[src/rtl/button_debounce.sv]
// button_debounce: two-flop synchroniser, consecutive-sample debounce FSM, registered level and edge pulses.
// Define BUTTON_DEBOUNCE_LONGPRESS_EN to build the long-press pulse; otherwise btn_long is tied to 0.
//
// state     | meaning
// LOW       | accepted level 0, synchronised input agrees
// RISE_WAIT | accepted level 0, counting consecutive 1 samples
// HIGH      | accepted level 1, synchronised input agrees
// FALL_WAIT | accepted level 1, counting consecutive 0 samples
module button_debounce #(
    parameter int DEBOUNCE_CYCLES = 500000,
    parameter int LONG_CYCLES     = 50000000
) (
    input  logic clk,
    input  logic rst_n,
    input  logic button,
    output logic btn_level,
    output logic btn_rise,
    output logic btn_fall,
    output logic btn_long
);

    localparam int            CW     = $clog2(DEBOUNCE_CYCLES + 1);
    localparam logic [CW-1:0] C_LAST = CW'(DEBOUNCE_CYCLES - 1);
    localparam logic [CW-1:0] C_ONE  = CW'(1);
    localparam bit            SINGLE = (DEBOUNCE_CYCLES == 1);

    typedef enum logic [1:0] {
        LOW       = 2'd0,
        RISE_WAIT = 2'd1,
        HIGH      = 2'd2,
        FALL_WAIT = 2'd3
    } state_t;

    state_t        r_state;
    logic [CW-1:0] r_cnt;
    logic          r_sync1;
    logic          r_s;
    logic          r_level;
    logic          r_rise;
    logic          r_fall;

    always_ff @(posedge clk or negedge rst_n) begin
        if (!rst_n) begin
            r_sync1 <= 1'b0;
            r_s     <= 1'b0;
        end else begin
            r_sync1 <= button;
            r_s     <= r_sync1;
        end
    end

    // Pulses default low every cycle, so each acceptance yields exactly one cycle.
    always_ff @(posedge clk or negedge rst_n) begin
        if (!rst_n) begin
            r_state <= LOW;
            r_cnt   <= '0;
            r_level <= 1'b0;
            r_rise  <= 1'b0;
            r_fall  <= 1'b0;
        end else begin
            r_rise <= 1'b0;
            r_fall <= 1'b0;
            case (r_state)
                LOW: begin
                    if (r_s) begin
                        if (SINGLE) begin
                            r_state <= HIGH;
                            r_cnt   <= '0;
                            r_level <= 1'b1;
                            r_rise  <= 1'b1;
                        end else begin
                            r_state <= RISE_WAIT;
                            r_cnt   <= C_ONE;
                        end
                    end
                end
                RISE_WAIT: begin
                    if (!r_s) begin
                        r_state <= LOW;
                        r_cnt   <= '0;
                    end else if (r_cnt == C_LAST) begin
                        r_state <= HIGH;
                        r_cnt   <= '0;
                        r_level <= 1'b1;
                        r_rise  <= 1'b1;
                    end else begin
                        r_cnt <= r_cnt + C_ONE;
                    end
                end
                HIGH: begin
                    if (!r_s) begin
                        if (SINGLE) begin
                            r_state <= LOW;
                            r_cnt   <= '0;
                            r_level <= 1'b0;
                            r_fall  <= 1'b1;
                        end else begin
                            r_state <= FALL_WAIT;
                            r_cnt   <= C_ONE;
                        end
                    end
                end
                FALL_WAIT: begin
                    if (r_s) begin
                        r_state <= HIGH;
                        r_cnt   <= '0;
                    end else if (r_cnt == C_LAST) begin
                        r_state <= LOW;
                        r_cnt   <= '0;
                        r_level <= 1'b0;
                        r_fall  <= 1'b1;
                    end else begin
                        r_cnt <= r_cnt + C_ONE;
                    end
                end
                default: begin
                    r_state <= LOW;
                    r_cnt   <= '0;
                    r_level <= 1'b0;
                end
            endcase
        end
    end

    assign btn_level = r_level;
    assign btn_rise  = r_rise;
    assign btn_fall  = r_fall;

`ifdef BUTTON_DEBOUNCE_LONGPRESS_EN
    localparam int            LW    = $clog2(LONG_CYCLES + 1);
    localparam logic [LW-1:0] L_MAX = LW'(LONG_CYCLES);
    localparam logic [LW-1:0] L_PEN = LW'(LONG_CYCLES - 1);
    localparam logic [LW-1:0] L_ONE = LW'(1);

    logic [LW-1:0] r_lcnt;
    logic          r_long;

    // Saturation at L_MAX is what limits the pulse to one per press.
    always_ff @(posedge clk or negedge rst_n) begin
        if (!rst_n) begin
            r_lcnt <= '0;
            r_long <= 1'b0;
        end else if (!r_level) begin
            r_lcnt <= '0;
            r_long <= 1'b0;
        end else if (r_lcnt != L_MAX) begin
            r_lcnt <= r_lcnt + L_ONE;
            r_long <= (r_lcnt == L_PEN);
        end else begin
            r_long <= 1'b0;
        end
    end

    assign btn_long = r_long;
`else
    assign btn_long = 1'b0;
`endif

endmodule

[config.mk]
export PLATFORM = sky130hd
export DESIGN_NAME = button_debounce
export DESIGN_NICKNAME = d
export VERILOG_FILES = /design/src/rtl/button_debounce.sv
export SDC_FILE = /design/constraint.sdc
export NUM_CORES = 1
export LEC_CHECK = 0
export CAP_MARGIN = 20
export CELL_PAD_IN_SITES_DETAIL_PLACEMENT = 0
export CELL_PAD_IN_SITES_GLOBAL_PLACEMENT = 1
export CORE_MARGIN = 1.5
export CORE_UTILIZATION = 52
export DETAILED_ROUTE_END_ITERATION = 12
export DONT_BUFFER_PORTS = 1
export GPL_TIMING_DRIVEN = 1
export PLACE_DENSITY_LB_ADDON = 0.1
export RECOVER_POWER = 100
export SYNTH_ARGS = -nofsm -noshare
export SYNTH_HDL_FRONTEND = slang
export SYNTH_SLANG_ARGS = --single-unit
[constraint.sdc]
create_clock -name clk -period 2.8 [get_ports clk]
set_clock_uncertainty 0.1 [all_clocks]
set_input_delay 0.56 -clock clk [delete_from_list [all_inputs] [get_ports clk]]
set_output_delay 0.56 -clock clk [all_outputs]
set_load 0.005 [all_outputs]
==> flow_summary.toml, run 1 <==
[sta]
hold_slack_ps = 154
slew_viol_final = 0
setup_viol = 0
rsz0062_at_grt = "false"
max_slew.worst_pin.slew_ps = 1420
min_period_ps = 2120
post-route-period-util_pct = 75.8
slew_headroom_pct = 5.09
setup_slack_ps = 677
final_hold_viol_count = 0
fmax_mhz = 471
finalSetupTns_ps = 0

[detailed_routing]
wl_per_cell_um = 17.4
vias_per_cell = 6.30
finalWirelength_mm = 2.97
ant_nets = 0
drc = 0
drt_pass1_iterations = 4
first_iter_violations = 35
vias = 1077

[power]
ir_drop_v = 0.000488
power_mw = 0.978
p_per_area_nw_per_um2 = 699
p_leak_nw = 0.588

[setup_path]
crit_path_max_fanout = 24
endpoint_kind = "register"
cp.required_ps = 2940
path_class = "reg -> reg"
start_kind = "register"
cp_data_arrival_time_ps = 2270
reg2reg_depth = 5

[die]
io_pins = 7
dieHeight_um = 54.2
start_util_pct = 55.1
die_w_um = 54.2
die_area_um2 = 2940
num_rows = 18
fp.coreArea_um2 = 2480

[grt]
grt-ovfl-total = 0
grt_pass1_wl_mm = 4.85
antenna_found_initial = 0
grt_usage_pct = 23.1
grt_max_degree = 27
grt_pass1_vias = 989

[cells_and_area]
area_delta_synth_final_pct = 2.57
nFillCells = 243
final_util_pct = 56.5
nets = 146
final_cells = 171
final_cell_area_um2 = 1400
drive_gt1_share_pct = 7.80
diodes = 0

[yosys]
yosysSeqAreaShare_pct = 47.7
syn_area_per_cell_um2 = 9.60
syn_inst = 142
synth_flop_cell = "dfrtp_1"
synth.cell_area_um2 = 1360
synth_top_area_share_pct = 47.7
ys_ff_latch = 26
ys_top_cells_by_area = "dfrtp_1 48%, a31oi_1 5.0%, o21ai_0 4.0%, nand2_1 3.9%, a21oi_1 3.3%"
yosys.area.top_type = "dfrtp_1"
yosys_warnings = 0
synthArstFlopShare_pct = 100
synth-edff-count = 0
syn_nets = 146
yosysUniqueCellTypes = 41

[cts]
cts.path.max_buffers = 2
cts_tree = "yes"
cts_root_buffer = "clkbuf_4"
post-cts-setup-buffers = 0
clock_latency_ps = 320
cts_max_level = 1
clk_pin_slew_ps = 140
cts_made_buffers = 3
clock-sinks = 26

[status]
status = "finished clean"

[run]
drv_cap = 0

[place]
dp_slack_ps = 742
numPortBuffers = 0
routabilityCongestion = 0.836
placed_cells_incl_taps = 165
post_dp_cell_area_um2 = 1360
place_hpwl_mm = 2.09

[min_path]
holdPathStages = 0
hold_class = "in -> reg"
[synth_stat cells (all sizes together) (2+ instances only)]
cell and instances:
a21o 3, nand4 4, a22o 2, dfrtp 26, o21a 2, nor2 7, a21oi 9, buf 6
o21ai 11, inv 3, a41oi 3, nor3 4, a31o 2, and2 2, a31oi 12, and4 2
nand2 15, and3 5, nand3 9
[worst max-delay path, stage by stage, from the launching register on]
cell and delay (ps):
dfrtp_1 450, ha_1 270, and3_1 240, a31oi_4 570, o21ai_0 200, a31oi_1 210
[where the power goes]
group | switching [mW] | total (mW) | leakage (nW) | internal [mW]
sequential | 0.0494 | 0.456 | 0.352 | 0.407
clock | 0.111 | 0.190 | 0.0210 | 0.0794
combinational | 0.225 | 0.332 | 0.215 | 0.106
total | 0.385 | 0.978 | 0.588 | 0.592
[state kept, by name, indices dropped and copies added (netlist names), named ones only]
register   cells
r_sync1        1
r_state        1
r_cnt         19
r_s            1
btn_fall       1
btn_rise       1
btn_level      1
[routing by layer]
metal / GRT usage, % / share of wire (%) / vias to the layer above
li1: - / - / 532
met1: 32.9 / 47 / 520
met2: 36.9 / 48 / 23
met3: 3.83 / 4.1 / 2
met4: 5.00 / 0.51 / 0
met5: 0 / 0 / -
[layout by cell type (no fill, tap or decap), types with 2 or more instances in the layout]
master / synthesis / layout
a31oi_1: 11 / 11
and3_1: 5 / 5
nand3_1: 9 / 9
dfrtp_1: 26 / 26
inv_1: 3 / 3
nor3_1: 4 / 4
a21oi_1: 9 / 9
o21a_1: 2 / 2
a21o_1: 3 / 3
nand2_1: 14 / 14
a22o_1: 2 / 2
o21ai_0: 11 / 11
clkbuf_4: 0 / 3
nor2_1: 7 / 7
a41oi_1: 3 / 3
and4_1: 2 / 2
nand4_1: 4 / 4
[path summary, 6_finish.rpt]
check	start	end	slack, ps
setup reg to reg	r_cnt[0]	r_cnt[18]	680
max in group asynchronous	rst_n	r_cnt[10]	780
hold / removal	button	r_sync1	150
setup / recovery	r_cnt[0]	r_cnt[18]	680
hold reg to reg	r_sync1	r_s	270
min in group asynchronous	rst_n	r_cnt[0]	1000
[cell families after synthesis]
group	synth area share, %
simple gates	20.7
compound gates	23.8
flops	47.7
buf+inv	4.04
xor+xnor	1.84
fa+ha+maj	0.917
other cells	0.275
mux	0.734
[final cells by class]
| cell class | count | area (um^2) | area share, % |
|---|---|---|---|
| well taps | 30 | 37.5 | 2.68 |
| flip-flops and latches | 26 | 651 | 46.5 |
| clock buffers | 4 | 36.3 | 2.59 |
| inverters | 3 | 11.3 | 0.805 |
| multi-input cells | 106 | 649 | 46.4 |
| repair buffers | 2 | 13.8 | 0.984 |
[what timing repair did]
action	in CTS	in global routing
resized for setup	0	0
hold buffers	2	0
hold endpoints to repair	26	0
No activity file was read; power rests on OpenSTA's default activity.
==> run 2: changes to the inputs <==
--- a/config.mk
+++ b/config.mk
@@ -9,7 +9,7 @@
 export CELL_PAD_IN_SITES_DETAIL_PLACEMENT = 0
 export CELL_PAD_IN_SITES_GLOBAL_PLACEMENT = 1
 export CORE_MARGIN = 1.5
-export CORE_UTILIZATION = 52
+export CORE_UTILIZATION = 48
 export DETAILED_ROUTE_END_ITERATION = 12
 export DONT_BUFFER_PORTS = 1
 export GPL_TIMING_DRIVEN = 1
==> constraint.sdc (replaced) <==
create_clock -name clk -period 2 [get_ports clk]
set_clock_uncertainty 0.1 [all_clocks]
set_input_delay 0.4 -clock clk [delete_from_list [all_inputs] [get_ports clk]]
set_output_delay 0.4 -clock clk [all_outputs]
set_load 0.005 [all_outputs]
==> flow_summary.toml, run 2 (synthesized netlist as in run 1, its figures left out) <==
[status]
status = "finished clean"

[detailed_routing]
vias_per_cell = 5.99
first_iter_violations = 28
ant_nets = 0
wl_per_cell_um = 16.7
vias = 1121
finalWirelength_mm = 3.13
drc = 0
drt_pass1_iterations = 4

[setup_path]
rrSetupSlack_ps = 90
worstReg2RegStart = "r_cnt[1]"
crit_start = "r_cnt[1]"
start_kind = "register"
r2r-end = "r_cnt[11]"
cp.required_ps = 2160
crit_path_max_fanout = 7
reg2reg_depth = 6
path_class = "reg -> reg"
endpoint_kind = "register"
cp_data_arrival_time_ps = 2070

[min_path]
worstHoldEndpoint = "r_s"
worstHoldStart = "r_sync1"
holdPathStages = 0
hold_class = "reg -> reg"

[sta]
setup_slack_ps = 90.3
finalSetupTns_ps = 0
setup_viol = 0
fmax_mhz = 524
slew_viol_final = 0
post-route-period-util_pct = 95.5
rsz0062_at_grt = "false"
slew_headroom_pct = 21.0
max_slew.worst_pin.slew_ps = 1180
final_hold_viol_count = 0
min_period_ps = 1910

[cells_and_area]
drive_gt1_share_pct = 19.2
largest_register_ffs = 19
final_cell_mix = "25 x dfrtp_1, 14 x nand2_1, 14 x buf_4"
nets = 162
largest-register = "r_cnt"
layout_commonest_cell = "dfrtp_1"
area_delta_synth_final_pct = 13.5
nFillCells = 252
diodes = 0

[grt]
grt-ovfl-total = 0
grt_max_degree = 27
grt_usage_pct = 22.1
grt_pass1_wl_mm = 5.40
antenna_found_initial = 0
grt_pass1_vias = 1073

[cts]
clk_pin_slew_ps = 140
cts_max_level = 1
cts.path.max_buffers = 2
clock_latency_ps = 330
cts_made_buffers = 3
cts_tree = "yes"
clock-sinks = 26
cts_root_buffer = "clkbuf_4"

[place]
dp_slack_ps = 30.1
place_hpwl_mm = 2.07
routabilityCongestion = 0.808
numPortBuffers = 0

[die]
fp.coreArea_um2 = 2730
die_w_um = 56.3
dieHeight_um = 56.3
start_util_pct = 49.9
io_pins = 7
num_rows = 19
die_area_um2 = 3170

[power]
p_leak_nw = 0.673
p_per_area_nw_per_um2 = 918
ir_drop_v = 0.000705

[run]
drv_cap = 0
[run 2: metal layers]
| metal | GRT usage (%) | up-vias | share of wire (%) |
|---|---|---|---|
| met5 | 0 | - | 0 |
| met1 | 33.4 | 539 | 52 |
| li1 | - | 562 | - |
| met2 | 32.4 | 13 | 44 |
| met4 | 8.16 | 0 | 2.3 |
| met3 | 3.00 | 7 | 1.7 |
[run 2: worst max path at each step]
| stage | endpoint | slack (ps) |
|---|---|---|
| CTS | r_cnt[3] | 3 |
| finish | r_cnt[11] | 90 |
| global route | r_cnt[11] | 0.9 |
| global placement | r_cnt[18] | 50 |
| detailed placement | r_cnt[18] | 30 |
| floorplan | r_cnt[11] | 300 |
[run 2: layout make-up]
type / count / area, um^2 / share of cell area (%)
well taps: 31 / 38.8 / 2.51
inverters: 3 / 11.3 / 0.728
multi-input cells: 107 / 686 / 44.3
clock buffers: 3 / 22.5 / 1.46
repair buffers: 17 / 138 / 8.89
flip-flops and latches: 26 / 652 / 42.1
[run 2: per-stage QoR]
stage                     total power, mW  util, %  instance area, um^2  hold slack, ps  std cells
after floorplan                      1.03        -                 1360            4.41        142
after global placement               1.15     52.7                 1440            4.90        177
after detailed placement             1.16     52.7                 1440            4.91        177
after CTS                            1.41     55.5                 1520             270        184
after global routing                 1.52     56.6                 1550             283        187
final                                1.42     56.6                 1550             269        187
[run 2: critical path, cell delays in order, from the launching register on]
cell	delay, ps
dfrtp_1	430
ha_1	270
and3_4	210
buf_4	150
a31o_4	260
o31a_1	290
a31oi_1	130
[run 2: timing repair]
item	4_1_cts	5_1_grt
hold buffers	3	0
endpoints found under the setup margin	3	13
pin swaps	1	0
resized for setup	0	6
buffers inserted	0	3
endpoints found under the hold margin	27	0
gates cloned	1	0
[run 2: power by group]
| part | switching [mW] | internal, mW |
|---|---|---|
| Sequential | 0.0539 | 0.570 |
| Combinational | 0.349 | 0.219 |
| Clock | 0.156 | 0.0708 |
==> run 3: changes to the inputs <==
--- a/config.mk
+++ b/config.mk
@@ -9,9 +9,8 @@
 export CELL_PAD_IN_SITES_DETAIL_PLACEMENT = 0
 export CELL_PAD_IN_SITES_GLOBAL_PLACEMENT = 1
 export CORE_MARGIN = 1.5
-export CORE_UTILIZATION = 48
+export CORE_UTILIZATION = 45
 export DETAILED_ROUTE_END_ITERATION = 12
-export DONT_BUFFER_PORTS = 1
 export GPL_TIMING_DRIVEN = 1
 export PLACE_DENSITY_LB_ADDON = 0.1
 export RECOVER_POWER = 100
==> flow_summary.toml, run 3 (synthesized netlist as in run 1, its figures left out) <==
[cts]
cts_hold_buffers = 0
clock_latency_ps = 320
cts.path.max_buffers = 2
clk_pin_slew_ps = 140
clock-sinks = 26
cts_root_buffer = "clkbuf_4"
cts_tree = "yes"
cts_max_level = 1
cts_made_buffers = 3

[detailed_routing]
drt_pass1_iterations = 8
ant_nets = 0
wl_per_cell_um = 17.5
finalWirelength_mm = 3.32
vias_per_cell = 6.25
vias = 1187
drc = 1
first_iter_violations = 105

[sta]
final_hold_viol_count = 0
fmax_mhz = 529
finalSetupTns_ps = 0
rsz0062_at_grt = "false"
slew_headroom_pct = 55.8
hold_slack_ps = 276
min_period_ps = 1890
slew_viol_final = 0
post-route-period-util_pct = 94.5
max_slew.worst_pin.slew_ps = 664
setup_viol = 0

[setup_path]
r2r-end = "r_cnt[11]"
cp_data_arrival_time_ps = 2040
cp.required_ps = 2160
crit_path_max_fanout = 7
endpoint_kind = "register"
reg2reg_depth = 6
worstReg2RegStart = "r_s"
start_kind = "register"
rrSetupSlack_ps = 110
path_class = "reg -> reg"

[grt]
grt_max_degree = 27
grt_pass1_wl_mm = 5.58
grt-ovfl-total = 0
grt_pass1_vias = 1102
grt_usage_pct = 22.0
antenna_found_initial = 0

[cells_and_area]
final_cell_mix = "26 x dfrtp_1, 14 x nand2_1, 13 x buf_4"
drive_gt1_share_pct = 20.1
final_cells = 190
nFillCells = 254
final_cell_area_um2 = 1600
seqCellArea_um2 = 651
nets = 164
largest_register_ffs = 19
area_delta_synth_final_pct = 17.1
layout_commonest_cell = "dfrtp_1"
largest-register = "r_cnt"
diodes = 0
multi_input_area_um2 = 691

[power]
ir_drop_v = 0.000507
p_per_area_nw_per_um2 = 998
p_leak_nw = 0.694
power_mw = 1.59

[place]
routabilityCongestion = 0.864
numPortBuffers = 5
place_hpwl_mm = 2.23
placed_cells_incl_taps = 184
post_dp_cell_area_um2 = 1510

[die]
die_w_um = 58.1
fp.coreArea_um2 = 2810
io_pins = 7
die_area_um2 = 3370
num_rows = 19
dieHeight_um = 58.1
start_util_pct = 48.6

[status]
violations = "design-rule violations"
status = "finished with violations"

[min_path]
worstHoldStart = "r_sync1"
hold_class = "reg -> reg"
holdPathStages = 0
worstHoldEndpoint = "r_s"

[run]
drv_cap = 0
run 3: cell types whose count changed in the layout (fill, tap and decap cells not counted), sizes merged:
cell,before,now
dlygate4sd3,2,5
bufinv,0,1
clkbuf,3,4
dlymetal6s2s,1,0
buf,14,13
run 3: worst max-delay path, cell delays in order, from the launching register on:
cell	delay, ps
dfrtp_1	470
xor2_2	240
nand2_2	140
buf_4	180
a31o_4	240
o31a_1	290
a31oi_1	150
run 3: routing by layer:
| layer | track usage, % | routed length [um] | up-vias |
|---|---|---|---|
| li1 | - | - | 568 |
| met3 | 2.90 | 186 | 7 |
| met5 | 0 | 0 | - |
| met1 | 35.4 | 1610 | 572 |
| met4 | 7.97 | 53 | 0 |
| met2 | 30.0 | 1480 | 40 |
run 3: area by class of cell:
class | count | area share, %
multi-input cells | 107 | 43.3
flip-flops and latches | 26 | 40.8
clock buffers | 3 | 1.41
repair buffers | 19 | 9.56
clock inverters | 1 | 1.88
inverters | 3 | 0.705
well taps | 31 | 2.43
run 3: what timing repair did:
item | 4_1_cts | 5_1_grt
pin swaps | 1 | 2
gates resized for setup | 0 | 6
endpoints found under the setup margin | 4 | 14
gates cloned | 1 | 0
buffers inserted | 0 | 1
run 3: metrics by stage:
step | util (%) | setup WS (ps)
5_1_grt | 56.9 | 7.29
3_3_place_gp | 53.7 | 63.9
4_1_cts | 56.0 | -0.221
6_report | 56.9 | 111
3_5_place_dp | 53.7 | 13.1
2_1_floorplan | - | 298
run 3: where the power goes:
part | total [mW] | internal, mW | leakage (nW) | switching (mW)
Sequential | 0.608 | 0.570 | 0.352 | 0.0381
Combinational | 0.621 | 0.241 | 0.314 | 0.380
Clock | 0.364 | 0.203 | 0.0279 | 0.162
Total | 1.59 | 1.01 | 0.694 | 0.580
run 3: how the worst max path moves through the flow:
stage               startpoint        end  cells after the start
floorplan             r_cnt[0]  r_cnt[11]                      5
global placement     r_cnt[13]  r_cnt[10]                      5
detailed placement   r_cnt[13]  r_cnt[11]                      5
CTS                  r_cnt[11]   r_cnt[3]                      5
global route               r_s  r_cnt[11]                      6
finish                     r_s  r_cnt[11]                      6
